<file path="config.mk">
export PLATFORM = sky130hd
export DESIGN_NAME = col_output_packer
export DESIGN_NICKNAME = d
export VERILOG_FILES = /design/src/rtl/col_output_packer_pkg.sv /design/src/rtl/col_output_packer_sync_fifo.sv /design/src/rtl/col_output_packer.sv
export SDC_FILE = /design/constraint.sdc
export NUM_CORES = 1
export LEC_CHECK = 0
export BUFFER_PORTS_ARGS = -buffer_cell sky130_fd_sc_hd__buf_2
export CORE_ASPECT_RATIO = 0.6
export CORE_MARGIN = 10
export CORE_UTILIZATION = 59
export CTS_CLUSTER_DIAMETER = 80
export DETAILED_ROUTE_END_ITERATION = 16
export GPL_TIMING_DRIVEN = 0
export PLACE_DENSITY = 0.79
export SYNTH_ARGS = -nofsm -noshare
export SYNTH_HDL_FRONTEND = slang
export SYNTH_SLANG_ARGS = --single-unit
</file>
<file path="constraint.sdc">
create_clock -name clk -period 3.67 [get_ports clk]
set_input_delay 0.367 -clock clk [delete_from_list [all_inputs] [get_ports clk]]
set_output_delay 0.367 -clock clk [all_outputs]
set_load 0.005 [all_outputs]
</file>
<file path="src/rtl/col_output_packer_pkg.sv">
// -----------------------------------------------------------------------------
// col_out_pkg
// Shared definitions for the systolic-array column output packer:
//   - derived-width helpers (lanes per word, words per row, FIFO level width,
//     index width for a counter over N items)
//   - packer FSM state encoding
//   - parameter legality predicate, evaluated at elaboration by the users of
//     this package
// -----------------------------------------------------------------------------
package col_out_pkg;

    // Packer FSM: IDLE waits for the current read slot to fill, PACK is
    // part-way through emitting that slot's words.
    typedef enum logic {
        IDLE = 1'b0,
        PACK = 1'b1
    } pack_state_e;

    // Lanes carried by one output word.
    function automatic int calc_lpw(input int ow, input int dw);
        return ow / dw;
    endfunction

    // Output words needed to carry one full row.
    function automatic int calc_nw(input int ncol, input int dw, input int ow);
        return (ncol * dw) / ow;
    endfunction

    // FIFO occupancy width: must represent 0..depth inclusive.
    function automatic int calc_lvl_w(input int depth);
        return $clog2(depth) + 1;
    endfunction

    // Width of an index over n items (never narrower than one bit).
    function automatic int calc_idx_w(input int n);
        return (n > 1) ? $clog2(n) : 1;
    endfunction

    // All geometric constraints the packer relies on.
    function automatic bit params_legal(input int ncol, input int dw,
                                        input int ow, input int fdepth);
        return (ncol >= 1) && (dw >= 1) && (ow >= dw) &&
               ((ow % dw) == 0) && (((ncol * dw) % ow) == 0) &&
               (fdepth >= 2) && ((fdepth & (fdepth - 1)) == 0);
    endfunction

endpackage

</file>
<file path="src/rtl/col_output_packer_sync_fifo.sv">
// -----------------------------------------------------------------------------
// sync_fifo
// Single-clock show-ahead FIFO. The head word is held in a dedicated register
// so it reads as zero after reset/flush and keeps its last value when empty.
//
// Ports:
//   clk, rstn   clock, asynchronous active-low reset
//   clr         synchronous flush (priority over push/pop)
//   push, din   write request and data; accepted if not full or popping
//   pop         read request; ignored while empty
//   dout        head word (valid while !empty)
//   full, empty occupancy flags
//   level       exact occupancy, 0..DEPTH
// -----------------------------------------------------------------------------
module sync_fifo
    import col_out_pkg::*;
#(
    parameter int W     = 32,
    parameter int DEPTH = 4
) (
    input  logic                     clk,
    input  logic                     rstn,
    input  logic                     clr,
    input  logic                     push,
    input  logic                     pop,
    input  logic [W-1:0]             din,
    output logic [W-1:0]             dout,
    output logic                     full,
    output logic                     empty,
    output logic [$clog2(DEPTH):0]   level
);

    localparam int PW = $clog2(DEPTH);
    localparam int LW = PW + 1;
    localparam logic [LW-1:0] FULL_LVL = LW'(DEPTH);
    localparam logic [LW-1:0] LVL_ONE  = LW'(1);
    localparam logic [PW-1:0] PTR_ONE  = PW'(1);

    if (!((DEPTH >= 2) && ((DEPTH & (DEPTH - 1)) == 0))) begin : g_depth_check
        $error("sync_fifo: DEPTH must be a power of two and at least 2");
    end

    logic [W-1:0]  mem [DEPTH];
    logic [PW-1:0] wr_ptr_q;
    logic [PW-1:0] rd_ptr_q;
    logic [LW-1:0] level_q;
    logic [W-1:0]  head_q;
    logic          push_eff;
    logic          pop_eff;

    assign empty    = (level_q == '0);
    assign full     = (level_q == FULL_LVL);
    assign pop_eff  = pop & ~empty;
    // A push into a full FIFO is still legal when a pop frees a slot in the
    // same cycle.
    assign push_eff = push & (~full | pop_eff);

    // NOTE: storage arrays carry no reset; validity is tracked by the
    // pointers and level, so resetting the words would only add fan-out.
    always_ff @(posedge clk) begin
        if (push_eff) begin
            mem[wr_ptr_q] <= din;
        end
    end

    // NOTE: sequential state uses non-blocking assignments so every register
    // samples pre-edge values regardless of statement order.
    always_ff @(posedge clk or negedge rstn) begin
        if (!rstn) begin
            wr_ptr_q <= '0;
            rd_ptr_q <= '0;
            level_q  <= '0;
            head_q   <= '0;
        end else if (clr) begin
            wr_ptr_q <= '0;
            rd_ptr_q <= '0;
            level_q  <= '0;
            head_q   <= '0;
        end else begin
            if (push_eff) begin
                wr_ptr_q <= wr_ptr_q + PTR_ONE;
            end
            if (pop_eff) begin
                rd_ptr_q <= rd_ptr_q + PTR_ONE;
            end

            if (push_eff && !pop_eff) begin
                level_q <= level_q + LVL_ONE;
            end else if (pop_eff && !push_eff) begin
                level_q <= level_q - LVL_ONE;
            end

            // Head update: a new word becomes head when the FIFO is empty or
            // its only entry is leaving; otherwise a pop exposes the next
            // stored entry. A pop of the last entry with no push leaves the
            // head register holding the old value.
            if (push_eff && (empty || (pop_eff && level_q == LVL_ONE))) begin
                head_q <= din;
            end else if (pop_eff && level_q != LVL_ONE) begin
                head_q <= mem[rd_ptr_q + PTR_ONE];
            end
        end
    end

    assign dout  = head_q;
    assign level = level_q;

endmodule

</file>
<file path="src/rtl/col_output_packer.sv">
// -----------------------------------------------------------------------------
// col_output_packer
// Column output controller for a systolic array. Lane results arrive with a
// diagonal skew; each lane steers its data into one of two ping-pong row slots
// via its own 1-bit write pointer. Completed slots are drained in order, packed
// into OW-bit words (lowest lane in the LSBs) and queued in a show-ahead FIFO.
//
// Ports:
//   clk, rstn   clock, asynchronous active-low reset
//   clr         synchronous flush of all state (highest priority)
//   in_r, in_v  per-lane result data and valid strobes
//   rread       pop request, effective only while rvalid=1
//   out_r       FIFO head word
//   rvalid      FIFO non-empty
//   ovf         sticky: a lane datum was dropped because its slot was full
//   rows_done   rows fully packed into the FIFO (wraps at 2^16)
//   level       FIFO occupancy
// -----------------------------------------------------------------------------
module col_output_packer
    import col_out_pkg::*;
#(
    parameter int NCOL   = 8,
    parameter int DW     = 8,
    parameter int OW     = 32,
    parameter int FDEPTH = 4
) (
    input  logic                            clk,
    input  logic                            rstn,
    input  logic                            clr,
    input  logic [DW-1:0]                   in_r [NCOL],
    input  logic                            in_v [NCOL],
    input  logic                            rread,
    output logic [OW-1:0]                   out_r,
    output logic                            rvalid,
    output logic                            ovf,
    output logic [15:0]                     rows_done,
    output logic [calc_lvl_w(FDEPTH)-1:0]   level
);

    localparam int LPW = calc_lpw(OW, DW);
    localparam int NW  = calc_nw(NCOL, DW, OW);
    localparam int WIW = calc_idx_w(NW);
    localparam logic [WIW-1:0] LAST_W = WIW'(NW - 1);
    localparam logic [WIW-1:0] W_ONE  = WIW'(1);

    if (!params_legal(NCOL, DW, OW, FDEPTH)) begin : g_param_check
        $error("col_output_packer: illegal NCOL/DW/OW/FDEPTH combination");
    end

    // Row slot storage and fill tracking.
    logic [DW-1:0]   slot_data   [2][NCOL];
    logic [NCOL-1:0] slot_mask_q [2];
    logic [NCOL-1:0] slot_mask_d [2];
    logic [1:0]      slot_full;
    logic [NCOL-1:0] wp_q;          // per-lane target slot
    logic            rd_slot_q;     // next slot to drain

    logic [NCOL-1:0] lane_we;
    logic [NCOL-1:0] lane_drop;

    // Packer.
    pack_state_e     state_q, state_d;
    logic [WIW-1:0]  widx_q, widx_d;
    logic            emit;
    logic            push;
    logic            push_ok;
    logic            row_done;
    logic [NW-1:0][OW-1:0] row_words;

    logic            ovf_q;
    logic [15:0]     rows_done_q;

    logic            fifo_full;
    logic            fifo_empty;

    assign slot_full[0] = &slot_mask_q[0];
    assign slot_full[1] = &slot_mask_q[1];

    // -------------------------------------------------------------------------
    // Lane capture: accept if the lane's target slot position is still empty,
    // otherwise drop the datum and flag overflow.
    // -------------------------------------------------------------------------
    // NOTE: every signal written in a combinational block gets a default
    // first, so no path leaves it unassigned and no latch is inferred.
    always_comb begin
        lane_we   = '0;
        lane_drop = '0;
        for (int i = 0; i < NCOL; i++) begin
            if (in_v[i]) begin
                if (slot_mask_q[wp_q[i]][i]) begin
                    lane_drop[i] = 1'b1;
                end else begin
                    lane_we[i] = 1'b1;
                end
            end
        end
    end

    always_ff @(posedge clk) begin
        for (int i = 0; i < NCOL; i++) begin
            if (lane_we[i]) begin
                slot_data[wp_q[i]][i] <= in_r[i];
            end
        end
    end

    // A slot being cleared by the packer cannot receive a lane write in the
    // same cycle (all its lanes are full), so set-after-clear ordering is safe.
    always_comb begin
        slot_mask_d = slot_mask_q;
        if (row_done) begin
            slot_mask_d[rd_slot_q] = '0;
        end
        for (int i = 0; i < NCOL; i++) begin
            if (lane_we[i]) begin
                slot_mask_d[wp_q[i]][i] = 1'b1;
            end
        end
    end

    // -------------------------------------------------------------------------
    // Word formation from the read slot: word w carries lanes w*LPW..+LPW-1.
    // -------------------------------------------------------------------------
    always_comb begin
        row_words = '0;
        for (int l = 0; l < NCOL; l++) begin
            row_words[l / LPW][(l % LPW) * DW +: DW] = slot_data[rd_slot_q][l];
        end
    end

    // -------------------------------------------------------------------------
    // Packer FSM. Word 0 is emitted in the same cycle IDLE sees a complete
    // slot, giving one-edge latency from the last lane to the first word.
    // -------------------------------------------------------------------------
    assign push_ok = ~fifo_full | (rread & ~fifo_empty);

    always_comb begin
        state_d  = state_q;
        widx_d   = widx_q;
        emit     = 1'b0;
        push     = 1'b0;
        row_done = 1'b0;

        unique case (state_q)
            IDLE:    emit = slot_full[rd_slot_q];
            PACK:    emit = 1'b1;
            default: emit = 1'b0;
        endcase

        if (emit && push_ok) begin
            push = 1'b1;
            if (widx_q == LAST_W) begin
                row_done = 1'b1;
                widx_d   = '0;
                // Other slot already complete: continue without a bubble.
                state_d  = slot_full[~rd_slot_q] ? PACK : IDLE;
            end else begin
                widx_d  = widx_q + W_ONE;
                state_d = PACK;
            end
        end
    end

    // -------------------------------------------------------------------------
    // State registers. Reset and clr produce identical state.
    // -------------------------------------------------------------------------
    always_ff @(posedge clk or negedge rstn) begin
        if (!rstn) begin
            slot_mask_q <= '{default: '0};
            wp_q        <= '0;
            rd_slot_q   <= 1'b0;
            state_q     <= IDLE;
            widx_q      <= '0;
            ovf_q       <= 1'b0;
            rows_done_q <= '0;
        end else if (clr) begin
            slot_mask_q <= '{default: '0};
            wp_q        <= '0;
            rd_slot_q   <= 1'b0;
            state_q     <= IDLE;
            widx_q      <= '0;
            ovf_q       <= 1'b0;
            rows_done_q <= '0;
        end else begin
            slot_mask_q <= slot_mask_d;
            wp_q        <= wp_q ^ lane_we;
            state_q     <= state_d;
            widx_q      <= widx_d;
            if (row_done) begin
                rd_slot_q   <= ~rd_slot_q;
                rows_done_q <= rows_done_q + 16'd1;
            end
            if (|lane_drop) begin
                ovf_q <= 1'b1;
            end
        end
    end

    // -------------------------------------------------------------------------
    // Output FIFO.
    // -------------------------------------------------------------------------
    sync_fifo #(
        .W     (OW),
        .DEPTH (FDEPTH)
    ) u_fifo (
        .clk   (clk),
        .rstn  (rstn),
        .clr   (clr),
        .push  (push),
        .pop   (rread),
        .din   (row_words[widx_q]),
        .dout  (out_r),
        .full  (fifo_full),
        .empty (fifo_empty),
        .level (level)
    );

    assign rvalid    = ~fifo_empty;
    assign ovf       = ovf_q;
    assign rows_done = rows_done_q;

endmodule

</file>
; ---- Yosys cells after proc, flatten, opt, wreduce, memory -nomap -nowiden
; Memory sizes are Yosys's and may differ from the RTL's.
; Cells that the tools add are included.
[totals]
input_bits = 76
mem_bits_rw = 256
mem_count = 2
elab_cells = 236
ff_bits = 83
output_inout_bits = 53
[mem_list]
columns = name, depth, word_bits, rd, rd_clocked_by_memory_dff, write_ports, line_no
row1 = slot_data, 2, 64, 1, 0, 8, col_output_packer.sv:51  ; logic [DW-1:0] slot_data [2][NCOL];
row2 = u_fifo.mem, 4, 32, 1, 0, 1, col_output_packer_sync_fifo.sv:43  ; logic [W-1:0] mem [DEPTH];
[op_classes]
order_cmp = 21
addsub = 6
n_reduce_logical = 29
bitwise = 27
n_eq_ne = 3
muxes = 136
[ops]
columns = operator, count
row1 = 2-to-1 mux 16 bit, 12
row2 = 2-to-1 mux 32 bit, 5
row3 = bitwise OR 16 bit, 8
row4 = demux 8 bit (select 1 bit), 9
row5 = 2-to-1 mux 1 bit, 72
row6 = 2-to-1 mux 8 bit, 6
row7 = 2-to-1 mux 7 bit, 4
row8 = 2-to-1 mux 6 bit, 4
row9 = 2-to-1 mux 3 bit, 7
row10 = 2-to-1 mux 5 bit, 4
row11 = >= comparator 2 bit (second input constant), 9
row12 = less-than comparator 2 x 1 -> 1 bit (second input constant), 9
row13 = inverter 1 -> 2 bit, 9
row14 = adder 16 x 1 -> 16 bit (second input constant), 1
row15 = bitwise AND 16 bit, 1
row16 = 2-to-1 mux 2 bit, 8
row17 = 2-to-1 mux 4 bit, 4
row18 = inverter 16 bit, 1
row19 = AND reduction 8 bit, 2
row20 = logical AND 1 bit, 15
row21 = nonzero test 2 bit, 5
row22 = OR reduction 8 bit, 1
row23 = bitwise XOR 8 bit, 1
row24 = less-than comparator 1 x 2 -> 1 bit (second input constant), 3
row25 = 15 further kinds, 22

; ---- Depth between registers and ports, before layout
[logic_depth]
word_depth = 25
depth_mapped = 9
depth_no_buf = 7

; ---- By module
; Synthesis repeated with hierarchy kept, for this count alone.
[unflattened]
cells_unflattened = 811
area_unflattened_um2 = 14018.4
[by_module_without_submodules]
columns = module, n_inst, area_each_um2, cells_per_inst
row1 = col_output_packer, 1, 7065.5, 435
row2 = sync_fifo, 1, 6952.9, 376

; ---- Worst setup path before layout
; Ideal clock, no wire load.
[synth_timing]
kind = register to register
startpoint = reg rd_slot_q
endpoint = mem u_fifo.mem[0][0] (enable)
path_stages_with_launch = 7
setup_time_ps = 392
t_arrival_ps = 2234
path_slack_ps = 1044
cell_sequence = dfrtp_1 -> buf_2 -> nor2b_1 -> o21ai_1 -> and3_1 -> clkbuf_1 -> and2_1
[synth_via]
elab_chain_cells = 8
[synth_rtl]
columns = item, line_no
row1 = start: declaration, col_output_packer.sv:56  ; logic rd_slot_q;
row2 = start signal: assignment, col_output_packer.sv:190  ; rd_slot_q <= ~rd_slot_q;
row3 = 2-to-1 mux 1 bit (not written as such) (2 in a row), col_output_packer.sv:145  ; IDLE: emit = slot_full[rd_slot_q];
row4 = case mux 1 bit (2 select lines), col_output_packer.sv:144  ; unique case (state_q)
row5 = logical AND 1 bit, col_output_packer.sv:150  ; if (emit && push_ok) begin
row6 = 2-to-1 mux 1 bit, col_output_packer.sv:150
row7 = bitwise AND 1 bit, col_output_packer_sync_fifo.sv:56  ; assign push_eff = push & (~full | pop_eff);
row8 = 2-to-1 mux 1 bit, col_output_packer_sync_fifo.sv:61  ; if (push_eff) begin
row9 = 2-to-1 mux 1 bit (not written as such), col_output_packer_sync_fifo.sv:62  ; mem[wr_ptr_q] <= din;
row10 = end: declaration, col_output_packer_sync_fifo.sv:43
; No other way between the ends. The select of a mux whose other input is x is not followed.

; ---- Worst setup path in the final report
[layout_timing]
startpoint = reg slot_mask_q[10] (netlist bit)
endpoint = mem u_fifo.mem[2][10] (enable)
[layout_via]
elab_chain_cells = 9
[layout_rtl]
columns = item, line_no
row1 = start: declaration, col_output_packer.sv:52  ; logic [NCOL-1:0] slot_mask_q [2];
row2 = start signal: assignment, col_output_packer.sv:185  ; slot_mask_q <= slot_mask_d;
row3 = AND reduction 8 bit, col_output_packer.sv:76  ; assign slot_full[0] = &slot_mask_q[0];
row4 = 2-to-1 mux 1 bit (not written as such) (2 in a row), col_output_packer.sv:145
row5 = case mux 1 bit (2 select lines), col_output_packer.sv:144
row6 = logical AND 1 bit, col_output_packer.sv:150
row7 = 2-to-1 mux 1 bit, col_output_packer.sv:150
row8 = bitwise AND 1 bit, col_output_packer_sync_fifo.sv:56
row9 = 2-to-1 mux 1 bit, col_output_packer_sync_fifo.sv:61
row10 = 2-to-1 mux 1 bit (not written as such), col_output_packer_sync_fifo.sv:62
; No other way between the ends. The select of a mux whose other input is x is not followed.

==> flow_summary.toml <==
[status]
status = "complete, no violations"

[grt]
busiest_layer = "met2"
grt.total_usage_pct = 20.2
grt_pass1_wl_mm = 47.2
antenna_found_initial = 8
grt_max_degree = 50
grt-ovfl-total = 0
grt_pass1_vias = 7929
grtUsageMet3_pct = 4.38
grt.met2_usage_pct = 32.2
gr-usage-met1_pct = 27.7

[worst_setup_path]
worstSetupPathType = "flip-flop to flip-flop"
path_max_fanout = 32
cp-end-kind = "flip-flop"
cp_slowest_stage_delay_ps = 880
reg2reg_to = "u_fifo.mem[2][10]$_DFFE_PP_"
worstPathCellList = "nand4_1 > o21ai_1 > and3_1 > clkbuf_1 > and2_2"
worst-path-buf-inv = 1
start_kind = "flip-flop"
required_ps = 3850
reg2reg_from = "slot_mask_q[10]$_DFF_PN0_"
r2r_cells = 5
crit_start = "slot_mask_q[10]$_DFF_PN0_"
slowest_stage = "and2_2"
worstPathArrival_ps = 3180
r2r_setup_slack_ps = 670
cp_top_family = "simple AND/OR/NAND/NOR gates"

[route]
drt-wirelength-per-cell_um = 23.4
antenna_violating_nets_post_route = 0
drt_iter0_drc = 664
drt-total-wl_mm = 30.8
via_count = 7792
viasPerCell = 5.92
first_pass_iters = 5
route.detailed.drc = 0

[cells_and_area]
final_core_util_pct = 70.8
layout-drive-gt1-share_pct = 27.6
regArea_um2 = 9760
areaGrowthSynthToFinish_pct = 18.5
fin_cells = 1316
postLayoutCellArea_um2 = 16300
multi_input_area_um2 = 3720
nNetsFinal = 1071
n_fill_cell = 1453

[hold_path]
hold_path_end = "slot_data[0][30]$_DFFE_PP_"
hold_path.class = "input port to flip-flop"
whs_path_depth = 1
holdCritStartpoint = "in_r[30]"

[synth]
synth_area_per_cell_um2 = 18.2
synth_edf_count = 256
async_flop_share_pct = 24.5
ys_seq_area_share_pct = 71.1
netlist.area_leader.share_pct = 56.0
syn_area_um2 = 13700
synthTopCellsByArea = "edfxtp_1 56%, dfrtp_1 15%, mux4_2 10%"
synth_top_cell_by_area = "edfxtp_1"
yosysWarningCount = 0
synthDistinctLibCells = 43
syn_nets = 857
syn_inst = 756
ys_top_cells_by_count = "256 x edfxtp_1, 83 x dfrtp_1, 64 x mux4_2"
synth_seq_cells = 339
synth_most_common_cell = "edfxtp_1"
ys.flop_type = "edfxtp_1"

[pwr]
vdd_ir_drop_max_uv = 340
p_leak_nw = 6.10
power_per_cell_area_nw_per_um2 = 564
totalPowerFinal_mw = 9.18

[clocking]
cts_resized = 0
max-clock-path-buffers = 3
cts_setup_buffers = 0
cts_htree_levels = 1
numCtsBuffers = 30
ctsHoldBuffers = 52
clkTransAtPathRegs_ps = 60
clock_latency_ps = 560
cts_tree = "built"
root_buffer = "clkbuf_16"
clock-sinks = 339

[timing]
final-hold-violation-count = 0
worst_slew_pin_slew_ps = 964
postLayoutSetupSlackWorst_ps = 666
post-route-period-util_pct = 81.9
skew_ps = 9.36
max_freq_mhz = 333
fin_setup_tns_ps = 0
finalSetupViolCount = 0
slew_headroom_pct = 35.7
finalMaxSlewViolations = 0
holdWs_ps = 17.0
rsz0062_at_grt = "no"
min_period_ps = 3000

[placement]
io_buffers = 127
pre_cts_ws_ps = 717
placed_cells = 1201
placed_area_um2 = 14800
hpwlAfterDp_mm = 19.9
finalWeightedCongestion = 0.856

[flow_run]
drv_cap = 0

[floorplan]
die_x_um = 217
rows = 43
die_y_um = 138
initial_core_util_pct = 59.8
io_pins = 129
core-area_um2 = 23000
die_area_um2 = 30000
[final cells by class]
class,count,area share (%)
Sequential cell,339,60.0
Tap cell,315,2.42
Clock inverter,9,0.269
Buffer,40,1.09
Timing Repair Buffer,182,7.53
Clock buffer,47,5.26
Antenna cell,7,0.108
Inverter,21,0.484
Multi-Input combinational cell,356,22.8
[state kept, by name, indices dropped and copies added (netlist names), 3 cells and up]
signal	count
slot_data	128
rows_done	16
slot_mask_q	16
u_fifo.dout	32
u_fifo.mem	128
wp_q	8
u_fifo.level	3
[routing by layer]
| layer | part of all wire (%) | vias to the layer above |
|---|---|---|
| li1 | - | 3445 |
| met1 | 42 | 3990 |
| met2 | 49 | 314 |
| met3 | 7.1 | 41 |
| met4 | 1.9 | 2 |
| met5 | 0.042 | - |
[cell usage in the layout, fill, tap and decap left out, types with 9 or more instances in the layout]
cell and n:
a22o_1 32, clkbuf_16 31, dfrtp_1 83, clkbuf_1 41, dlygate4sd3_1 52, ha_1 25, inv_1 21, a311oi_1 9
or4_1 10, buf_2 130, and2_1 9, mux2_4 30, edfxtp_1 256, mux2i_1 10, o31ai_1 9, nand3_1 11
o21ai_0 9, nor2_1 35, mux4_2 64, a21oi_1 37
[worst max-delay path by stage]
stage	to	slack [ps]	cells after the start
6_report	u_fifo.mem[2][10]$_DFFE_PP_	670	5
5_1_grt	u_fifo.mem[2][10]$_DFFE_PP_	490	6
4_1_cts	u_fifo.mem[2][10]$_DFFE_PP_	700	6
3_5_place_dp	u_fifo.mem[2][9]$_DFFE_PP_	720	6
3_3_place_gp	u_fifo.mem[3][5]$_DFFE_PP_	100	6
2_1_floorplan	u_fifo.mem[0][0]$_DFFE_PP_	1040	6
[logic make-up after synthesis]
family | Yosys count | share of synthesized area (%)
flops | 339 | 71.1
simple gates | 111 | 4.32
compound gates | 108 | 5.36
mux | 107 | 14.8
buf+inv | 61 | 1.87
fa+ha+maj | 25 | 2.28
xor+xnor | 5 | 0.319
[where the power goes]
| part | leakage [nW] | switching, mW | internal (mW) |
|---|---|---|---|
| clock | 0.439 | 1.35 | 1.60 |
| combinational | 2.19 | 0.807 | 0.729 |
| sequential | 3.47 | 0.196 | 4.51 |
| total | 6.10 | 2.35 | 6.83 |
Power figures use the tool's default switching activity.
